$ cat src/rtl/fan_pkg.sv
// fan_pkg: shared fan-state encodings, FSM states and display-facing defaults.
// Contents: FAN_OFF/FAN_LOW/FAN_HIGH encodings, state_e, TICK_HZ_DEF, BAT_MAX_DEF, fan_of().
package fan_pkg;

    localparam logic [1:0] FAN_OFF  = 2'd0;
    localparam logic [1:0] FAN_LOW  = 2'd1;
    localparam logic [1:0] FAN_HIGH = 2'd2;

    localparam int TICK_HZ_DEF = 100;
    localparam int BAT_MAX_DEF = 99;

    typedef enum logic [1:0] {
        ST_OFF,
        ST_LOW,
        ST_HIGH,
        ST_EMPTY
    } state_e;

    function automatic logic [1:0] fan_of(state_e s);
        return s == ST_LOW ? FAN_LOW : s == ST_HIGH ? FAN_HIGH : FAN_OFF;
    endfunction

endpackage

$ cat src/rtl/battery_gauge.sv
// battery_gauge: battery level register with drain/charge period counters.
// Ports: clk, rst_n; run_mode_i (current fan speed), mode_chg_i (fan speed changes this edge),
//        charger_i; level_o (registered level), level_next_o (level after this edge),
//        depleted_o (this edge drains the last unit).
module battery_gauge
    import fan_pkg::*;
#(
    parameter int TICK_HZ      = TICK_HZ_DEF,
    parameter int DRAIN_LOW_S  = 2,
    parameter int DRAIN_HIGH_S = 1,
    parameter int CHARGE_S     = 1,
    parameter int BAT_MAX      = BAT_MAX_DEF,
    parameter int INIT_LEVEL   = 99
) (
    input  logic       clk,
    input  logic       rst_n,
    input  logic [1:0] run_mode_i,
    input  logic       mode_chg_i,
    input  logic       charger_i,
    output logic [7:0] level_o,
    output logic [7:0] level_next_o,
    output logic       depleted_o
);

    localparam int LOW_P  = DRAIN_LOW_S * TICK_HZ;
    localparam int HIGH_P = DRAIN_HIGH_S * TICK_HZ;
    localparam int CHG_P  = CHARGE_S * TICK_HZ;
    localparam int DMAX   = LOW_P > HIGH_P ? LOW_P : HIGH_P;
    localparam int DW     = DMAX > 1 ? $clog2(DMAX) : 1;
    localparam int CW     = CHG_P > 1 ? $clog2(CHG_P) : 1;

    logic [DW-1:0] dcnt_q, dcnt_d, dlast;
    logic [CW-1:0] ccnt_q, ccnt_d;
    logic [7:0]    level_q, level_d;
    logic          draining, drain_step, chg_en, chg_step;

    // A speed change restarts the drain period, so no step is taken on that edge.
    assign draining   = !charger_i && !mode_chg_i && (run_mode_i == FAN_LOW || run_mode_i == FAN_HIGH);
    assign dlast      = run_mode_i == FAN_HIGH ? DW'(HIGH_P - 1) : DW'(LOW_P - 1);
    assign drain_step = draining && dcnt_q == dlast;
    assign chg_en     = charger_i && level_q < 8'(BAT_MAX);
    assign chg_step   = chg_en && ccnt_q == CW'(CHG_P - 1);

    assign dcnt_d  = (!draining || drain_step) ? '0 : dcnt_q + 1'b1;
    assign ccnt_d  = (!chg_en || chg_step) ? '0 : ccnt_q + 1'b1;
    assign level_d = chg_step ? level_q + 8'd1
                   : (drain_step && level_q != 8'd0) ? level_q - 8'd1 : level_q;

    assign depleted_o   = drain_step && level_q == 8'd1;
    assign level_o      = level_q;
    assign level_next_o = level_d;

    always_ff @(posedge clk or negedge rst_n) begin
        if (!rst_n) begin
            dcnt_q  <= '0;
            ccnt_q  <= '0;
            level_q <= 8'(INIT_LEVEL);
        end else begin
            dcnt_q  <= dcnt_d;
            ccnt_q  <= ccnt_d;
            level_q <= level_d;
        end
    end

endmodule

$ cat src/rtl/fan_power_ctrl.sv
// fan_power_ctrl: fan speed FSM driven by debounced buttons, with battery drain/charge gauge.
// Ports: clk, rst_n (async, active low); btn_power, btn_speed (1-cycle pulses); charger_in;
//        fan_state (0 off, 1 low, 2 high), battery_level, battery_empty, charging (all registered).
module fan_power_ctrl
    import fan_pkg::*;
#(
    parameter int TICK_HZ       = TICK_HZ_DEF,
    parameter int DRAIN_LOW_S   = 2,
    parameter int DRAIN_HIGH_S  = 1,
    parameter int CHARGE_S      = 1,
    parameter int BAT_MAX       = BAT_MAX_DEF,
    parameter int INIT_LEVEL    = 99,
    parameter int RESTART_LEVEL = 5
) (
    input  logic       clk,
    input  logic       rst_n,
    input  logic       btn_power,
    input  logic       btn_speed,
    input  logic       charger_in,
    output logic [1:0] fan_state,
    output logic [7:0] battery_level,
    output logic       battery_empty,
    output logic       charging
);

    state_e     state_q, state_d, btn_state;
    logic [1:0] fan_state_q;
    logic [7:0] level, level_next;
    logic       empty_q, charging_q, mode_chg, depleted;

    battery_gauge #(
        .TICK_HZ     (TICK_HZ),
        .DRAIN_LOW_S (DRAIN_LOW_S),
        .DRAIN_HIGH_S(DRAIN_HIGH_S),
        .CHARGE_S    (CHARGE_S),
        .BAT_MAX     (BAT_MAX),
        .INIT_LEVEL  (INIT_LEVEL)
    ) u_gauge (
        .clk         (clk),
        .rst_n       (rst_n),
        .run_mode_i  (fan_state_q),
        .mode_chg_i  (mode_chg),
        .charger_i   (charger_in),
        .level_o     (level),
        .level_next_o(level_next),
        .depleted_o  (depleted)
    );

    // Button-driven transitions only; depletion overrides them below. Power beats speed.
    always_comb begin
        btn_state = state_q;
        case (state_q)
            ST_OFF:   btn_state = (btn_power && level != 8'd0) ? ST_LOW : ST_OFF;
            ST_LOW:   btn_state = btn_power ? ST_OFF : btn_speed ? ST_HIGH : ST_LOW;
            ST_HIGH:  btn_state = btn_power ? ST_OFF : btn_speed ? ST_LOW : ST_HIGH;
            ST_EMPTY: btn_state = level >= 8'(RESTART_LEVEL) ? ST_OFF : ST_EMPTY;
            default:  btn_state = ST_OFF;
        endcase
    end

    // Kept apart from btn_state so the gauge's depleted strobe never loops back into mode_chg.
    assign mode_chg = fan_of(btn_state) != fan_of(state_q);
    assign state_d  = depleted ? ST_EMPTY : btn_state;

    always_ff @(posedge clk or negedge rst_n) begin
        if (!rst_n) begin
            state_q     <= ST_OFF;
            fan_state_q <= FAN_OFF;
            empty_q     <= 1'b0;
            charging_q  <= 1'b0;
        end else begin
            state_q     <= state_d;
            fan_state_q <= fan_of(state_d);
            empty_q     <= state_d == ST_EMPTY;
            charging_q  <= charger_in && level_next < 8'(BAT_MAX);
        end
    end

    assign fan_state     = fan_state_q;
    assign battery_level = level;
    assign battery_empty = empty_q;
    assign charging      = charging_q;

endmodule

$ cat config.mk
export PLATFORM = sky130hd
export DESIGN_NAME = fan_power_ctrl
export DESIGN_NICKNAME = d
export VERILOG_FILES = /design/src/rtl/fan_pkg.sv /design/src/rtl/battery_gauge.sv /design/src/rtl/fan_power_ctrl.sv
export SDC_FILE = /design/constraint.sdc
export NUM_CORES = 1
export LEC_CHECK = 0
export BUFFER_PORTS_ARGS = -buffer_cell sky130_fd_sc_hd__buf_2
export CAP_MARGIN = 10
export CELL_PAD_IN_SITES_DETAIL_PLACEMENT = 1
export CELL_PAD_IN_SITES_GLOBAL_PLACEMENT = 1
export CORE_MARGIN = 3
export CORE_UTILIZATION = 40
export CTS_CLUSTER_SIZE = 28
export DETAILED_ROUTE_END_ITERATION = 7
export PLACE_DENSITY = 0.79
export SLEW_MARGIN = 15
export SYNTH_ARGS = -nofsm -noshare
export SYNTH_HDL_FRONTEND = slang
export SYNTH_HIERARCHICAL = 1
export SYNTH_SLANG_ARGS = --single-unit
$ cat constraint.sdc
create_clock -name clk -period 6.46 [get_ports clk]
set_input_delay 0.646 -clock clk [delete_from_list [all_inputs] [get_ports clk]]
set_output_delay 0.646 -clock clk [all_outputs]
set_load 0.03 [all_outputs]
==> results_dict.tcl, run 1 <==
set metrics [dict create \
    outcome "completed" \
    slowest_stage "nor4_1" \
    grt_max_degree 30 \
    clkPwrFrac_pct 32.5 \
    layout_setup_ws_ns 2.886 \
    final_cell_area_um2 1857 \
    synth_top_cell_area_share_pct 38.17 \
    crit_path_cell_trace "nor4_1 -> nand2_1 -> o32ai_1 -> a21oi_1 -> or3_1 -> a2111o_1 -> o32ai_1 -> xor2_1 -> a2111o_1 -> a311oi_1" \
    wl_per_cell_um 18.02 \
    nNetsFinal 198 \
    final.setup.tns_ns 0 \
    cts_buffers 5 \
    tightestPinTransition_ns 0.8917 \
    cp_top_family "compound AO/OA/AOI/OAI gates" \
    initial_utilization_pct 43.15 \
    via_count 1385 \
    synth_most_common_cell "dfrtp_1" \
    worst-path-buf-inv 0 \
    viasPerCell 5.894 \
    fmaxAchievable_mhz 279.8 \
    cts_hold_buf 0 \
    pre_cts_slack_ns 2.867 \
    row_count 22 \
    antenna_found_initial 0 \
    ios 17 \
    avgSynthCellArea_um2 9.994 \
    yosysTopAreaCell "dfrtp_1" \
    slew_headroom_pct 40.49 \
    synth.cell_area_um2 1639 \
    routed_wl_um 4234 \
    post-route-drc-count 0 \
    grt.total_usage_pct 18.49 \
    cp_max_fo 5 \
    syn_to_final_growth_pct 13.28 \
    vdd_ir_drop_max_mv 0.1189 \
    dieArea_um2 4902 \
    path_clk_slew_ns 0.06 \
    port_buffers 16 \
    synth_area_leaders "dfrtp_1, dfstp_2, xor2_1, ha_1, nor2_1" \
    ys_top_cells_by_count "dfrtp_1, nor2_1, xor2_1" \
    synth_ff_type "dfrtp_1" \
    setup_violations 0 \
    p_seq_share_pct 47.8 \
    cp.required_ns 6.64 \
    place_congestion 0.8866 \
    final_antenna_net_count 0 \
    hold_path.class "input port to async pin" \
    syn_inst 164 \
    stdcell_count 235 \
    die_x_um 70.02 \
    cts_resized 0 \
    period_minus_slack_ns 3.574 \
    path_class "flop to flop" \
    intPower_w 0.0003017 \
    overflow 0 \
    cts.sinks 29 \
    skew_ns 0.004802 \
    endpoint_kind "flop" \
    synth-seq-cells 29 \
    core_um2 3799 \
    crit_path_start_kind "flop" \
    drv_cap 0 \
    seq_area_frac_synth_pct 44.58 \
    dp_hpwl_um 3200 \
    yosysUniqueCellTypes 44 \
    drive_gt1_share_pct 17.11 \
    post_cts.repair.setup_buffers 0 \
    grt_pass1_vias 1437 \
    firstDrtPassIters 4 \
    placed_cell_area_um2 1774 \
    synthArstFlopShare_pct 100.0 \
    finalCritPeriodShare_pct 55.32 \
    rsz0062_at_grt "false" \
    insertion_delay_ns 0.28 \
    grt_pass1_wl_um 7231 \
    cts-htree-levels 2 \
    fp.dieH_um 70.02 \
    hold_viol 0 \
    p_switching_w 0.0001333 \
    drv_slew 0 \
    dp.cells 227 \
    reg2reg_setup_slack_ns 2.89 \
    power_leakage_nw 0.8058 \
    cts_tree "yes" \
    synth_edf_count 0 \
    p_total_w 0.0004349 \
    drt_iter0_drc 103 \
    switching_share_pct 30.64 \
    syn_nets 176 \
    yosysWarnings 6 \
    cts.path.max_buffers 2 \
    cpPeakStageDelay_ns 0.48 \
    powerDensity_nw_per_um2 234.2 \
    p_comb_share_pct 19.7 \
    arrival_ns 3.75 \
    insertedDiodeCount 0 \
    root_buffer "clkbuf_8" \
]
==> layout make-up <==
cell class,instances,area (um^2)
clock buffers,6,72.57
fillers,439,1942
inverters,10,37.54
clock inverters,2,10.01
multi-input cells,124,865.8
repair buffers,16,80.08
flip-flops and latches,29,730.7
well taps,48,60.06
==> power groups by stage <==
| stage | Combinational (W) | Sequential, W | Clock (W) |
|---|---|---|---|
| after floorplan | 0.0000492 | 0.000220 | 0 |
| after global placement | 0.0000844 | 0.000209 | 0 |
| after detailed placement | 0.0000858 | 0.000211 | 0 |
| after CTS | 0.0000866 | 0.000208 | 0.000148 |
| after global routing | 0.0000950 | 0.000209 | 0.000157 |
| final | 0.0000859 | 0.000208 | 0.000141 |
==> worst reg2reg max path, delay by kind of cell, from the launching register on <==
kind,cells,cell delay [ns]
AO/OA/AOI/OAI,6,1.92
AND/OR/NAND/NOR,3,0.97
flip-flops,1,0.43
XOR/XNOR,1,0.14
==> through the flow <==
| step | hold WS, ns | util [%] |
|---|---|---|
| after floorplan | 0.3504 | - |
| after global placement | 0.4400 | 46.71 |
| after detailed placement | 0.4825 | 46.71 |
| after CTS | 0.4072 | 48.88 |
| after global routing | 0.4372 | 48.88 |
| final | 0.3965 | 48.88 |
==> sequential cells by signal, indices dropped and copies added (netlist names) <==
| signal | count |
|---|---|
| u_gauge/dcnt_q | 8 |
| u_gauge/ccnt_q | 7 |
| u_gauge/level_o | 8 |
| charging | 1 |
| fan_state | 2 |
| state_q | 2 |
| battery_empty | 1 |
==> logic make-up (layout without fill, tap and decap cells) <==
family	after synthesis	in the layout	share of synthesized area (%)
simple gates	70	70	23.28
xor+xnor	17	17	9.084
flops	29	29	44.58
fa+ha+maj	7	7	5.343
mux	1	1	0.6870
compound gates	29	29	14.43
buf+inv	11	34	2.595
==> path summary, 6_finish.rpt <==
kind | startpoint | to | depth (start not counted)
max in group asynchronous | rst_n | battery_empty | 1
max | u_gauge/level_o[7] | charging | 10
min in group clk | u_gauge/dcnt_q[0] | u_gauge/dcnt_q[0] | 1
min reg2reg | u_gauge/dcnt_q[0] | u_gauge/dcnt_q[0] | 1
max reg2reg | u_gauge/level_o[7] | charging | 10
min | rst_n | u_gauge/ccnt_q[4] | 1
==> cell usage in the layout (no fill, tap or decap), types with 2 or more instances in the layout <==
| master | n |
|---|---|
| inv_1 | 10 |
| dfstp_2 | 4 |
| nand4_1 | 6 |
| o32ai_1 | 5 |
| buf_2 | 16 |
| clkbuf_8 | 5 |
| nor2b_1 | 2 |
| and3_1 | 4 |
| o211ai_1 | 2 |
| nor3_1 | 2 |
| or3_1 | 3 |
| a31oi_1 | 2 |
| clkinv_2 | 2 |
| nor4_1 | 4 |
| xor2_1 | 11 |
| nor4bb_1 | 2 |
| dfrtp_1 | 25 |
| xnor2_1 | 6 |
| nand3_1 | 8 |
| and4bb_2 | 2 |
| o21ai_0 | 3 |
| a2111o_1 | 2 |
| ha_1 | 7 |
| nand2_1 | 9 |
| and2_1 | 3 |
| nor2_1 | 21 |
==> routing by layer <==
metal,wire [um],global-route usage [%],vias up,part of all wire [%]
met5,0,0,-,0
met4,63,5.319,0,1.5
met3,173,4.029,6,4.1
met2,2085,31.27,33,49
met1,1912,23.67,697,45
li1,-,-,649,-
Power figures use the tool's default switching activity.
==> run 2, diff against run 1 <==
==> constraint.sdc (replaced) <==
create_clock -name clk -period 3.53 [get_ports clk]
set_input_delay 0.353 -clock clk [delete_from_list [all_inputs] [get_ports clk]]
set_output_delay 0.353 -clock clk [all_outputs]
set_load 0.03 [all_outputs]
==> run 2 against run 1 <==
  * Die area is the same
  * Via count increased by 2.5%
  * Largest power group unchanged
  * Wire length rose by 11%
  * Non-clock buffer count grew 4
  * Power increased by 110%
  * First-iteration DRC count decreased by 12%
  * Final cell count rose by 1.7%
  * Worst setup slack lost 2.8 ns
  * Sequential power rose by 83%
  * Highest routed layer unchanged
  * Global-route usage rose by 1.8 points
  * Utilization grew 3.4 points
==> results_dict.tcl, run 2 (synthesis gave the netlist of run 1 again) <==
set metrics [dict create \
    skew_ns 0.01627 \
    row_count 22 \
    post-route-util_pct 52.24 \
    viasPerCell 5.941 \
    drt_iter0_drc 91 \
    die_x_um 70.02 \
    port_buffers 16 \
    root_buffer "clkbuf_8" \
    path_clk_slew_ns 0.07 \
    cp_max_fo 5 \
    r2r-start "state_q[1]" \
    fp.dieH_um 70.02 \
    final_cell_mix "dfrtp_1, nor2_1, buf_2, inv_1, xor2_1" \
    grt_max_degree 30 \
    cts-htree-levels 2 \
    place_congestion 0.8992 \
    path_class "flop to flop" \
    powerDensity_nw_per_um2 469.1 \
    cts.sinks 29 \
    ios 17 \
    cts_tree "yes" \
    r2r-end "charging" \
    post-route-drc-count 0 \
    outcome "completed" \
    reg2reg_depth 10 \
    setup_violations 0 \
    via_count 1420 \
    nNetsFinal 202 \
    overflow 0 \
    placed_cell_area_um2 1797 \
    endpoint_kind "flop" \
    vdd_ir_drop_max_mv 0.3145 \
    grt_pass1_wl_um 7776 \
    multi_input_comb_area_um2 929.6 \
    crit_path_start_kind "flop" \
    syn_to_final_growth_pct 21.07 \
    core_um2 3799 \
    final_common_cell "dfrtp_1" \
    reg2reg_setup_slack_ns 0.12 \
    final_antenna_net_count 0 \
    drive_gt1_share_pct 22.51 \
    power_leakage_nw 0.8468 \
    fillers 431 \
    cts_hold_buf 0 \
    fmaxAchievable_mhz 293.3 \
    grt_pass1_vias 1546 \
    arrival_ns 3.60 \
    tightestPinTransition_ns 0.9764 \
    drv_slew 0 \
    insertion_delay_ns 0.29 \
    routed_wl_um 4714 \
    slew_headroom_pct 34.84 \
    firstDrtPassIters 4 \
    period_minus_slack_ns 3.409 \
    seqCellArea_um2 730.7 \
    antenna_found_initial 0 \
    grt.total_usage_pct 20.33 \
    wl_per_cell_um 19.72 \
    dieArea_um2 4902 \
    dp_hpwl_um 3209 \
    cts.path.max_buffers 2 \
    initial_utilization_pct 43.15 \
    cp.required_ns 3.72 \
    hold_path.class "input port to async pin" \
    drv_cap 0 \
    hold_viol 0 \
    insertedDiodeCount 0 \
    final_cell_area_um2 1984 \
    cts_buffers 5 \
    finalCritPeriodShare_pct 96.57 \
]
## run 2: worst max-delay path by stage
stage               end  cells after the start                from
2_1_floorplan  charging                     10  u_gauge/level_o[7]
3_3_place_gp   charging                     10  u_gauge/level_o[7]
3_5_place_dp   charging                     10  u_gauge/level_o[7]
4_1_cts        charging                     10          state_q[1]
5_1_grt        charging                     10          state_q[1]
6_report       charging                     10          state_q[1]
## run 2: per-layer routing
metal | vias to the layer above | routed length, um | GRT usage [%] | part of all wire (%)
met5 | - | 0 | 0 | 0
met4 | 0 | 146 | 9.362 | 3.1
met3 | 13 | 192 | 5.755 | 4.1
met2 | 31 | 2322 | 32.32 | 49
met1 | 721 | 2052 | 25.43 | 44
li1 | 655 | - | - | -
## run 2: cell type report
type,count,area share (%)
timing repair buffer,20,5.549
clock buffer,7,4.351
inverter,10,1.892
tap,48,3.026
clock inverter,1,1.513
sequential,29,36.82
multi-input combinational,124,46.85
## run 2: stage by stage
stage	hold slack (ns)	instances	total power (W)	setup WS, ns	setup TNS [ns]
after global routing	0.1357	239	0.0009726	-0.04370	-0.04370
final	0.09710	239	0.0009309	0.1211	0
after global placement	0.4035	230	0.0005376	0.1391	0
after detailed placement	0.4226	230	0.0005449	-0.1729	-0.1729
after floorplan	0.05741	164	0.0004918	0.1813	0
after CTS	0.1024	238	0.0009233	0.01028	0
## run 2: repair_timing
item | CTS | global route
setup endpoints to repair | 1 | 1
setup buffers | 0 | 1
pin swaps | 0 | 4
gates resized for setup | 5 | 4
## run 2: worst max-delay path, stage by stage (launching register included)
cell and delay [ns]:
dfrtp_1 0.42, or2_4 0.30, or3_1 0.36, o32ai_2 0.34
a21oi_2 0.08, or3_1 0.36, a2111o_1 0.36, o32ai_4 0.28
xor2_2 0.12, a2111o_1 0.43, a311oi_2 0.26
## run 2: power breakdown
part           leakage [nW]  switching (W)  total (W)  internal [W]
registers             0.379      0.0000240   0.000381      0.000357
logic                 0.409       0.000118   0.000186     0.0000679
clock network        0.0585       0.000134   0.000364      0.000230
total                 0.847       0.000276   0.000931      0.000655
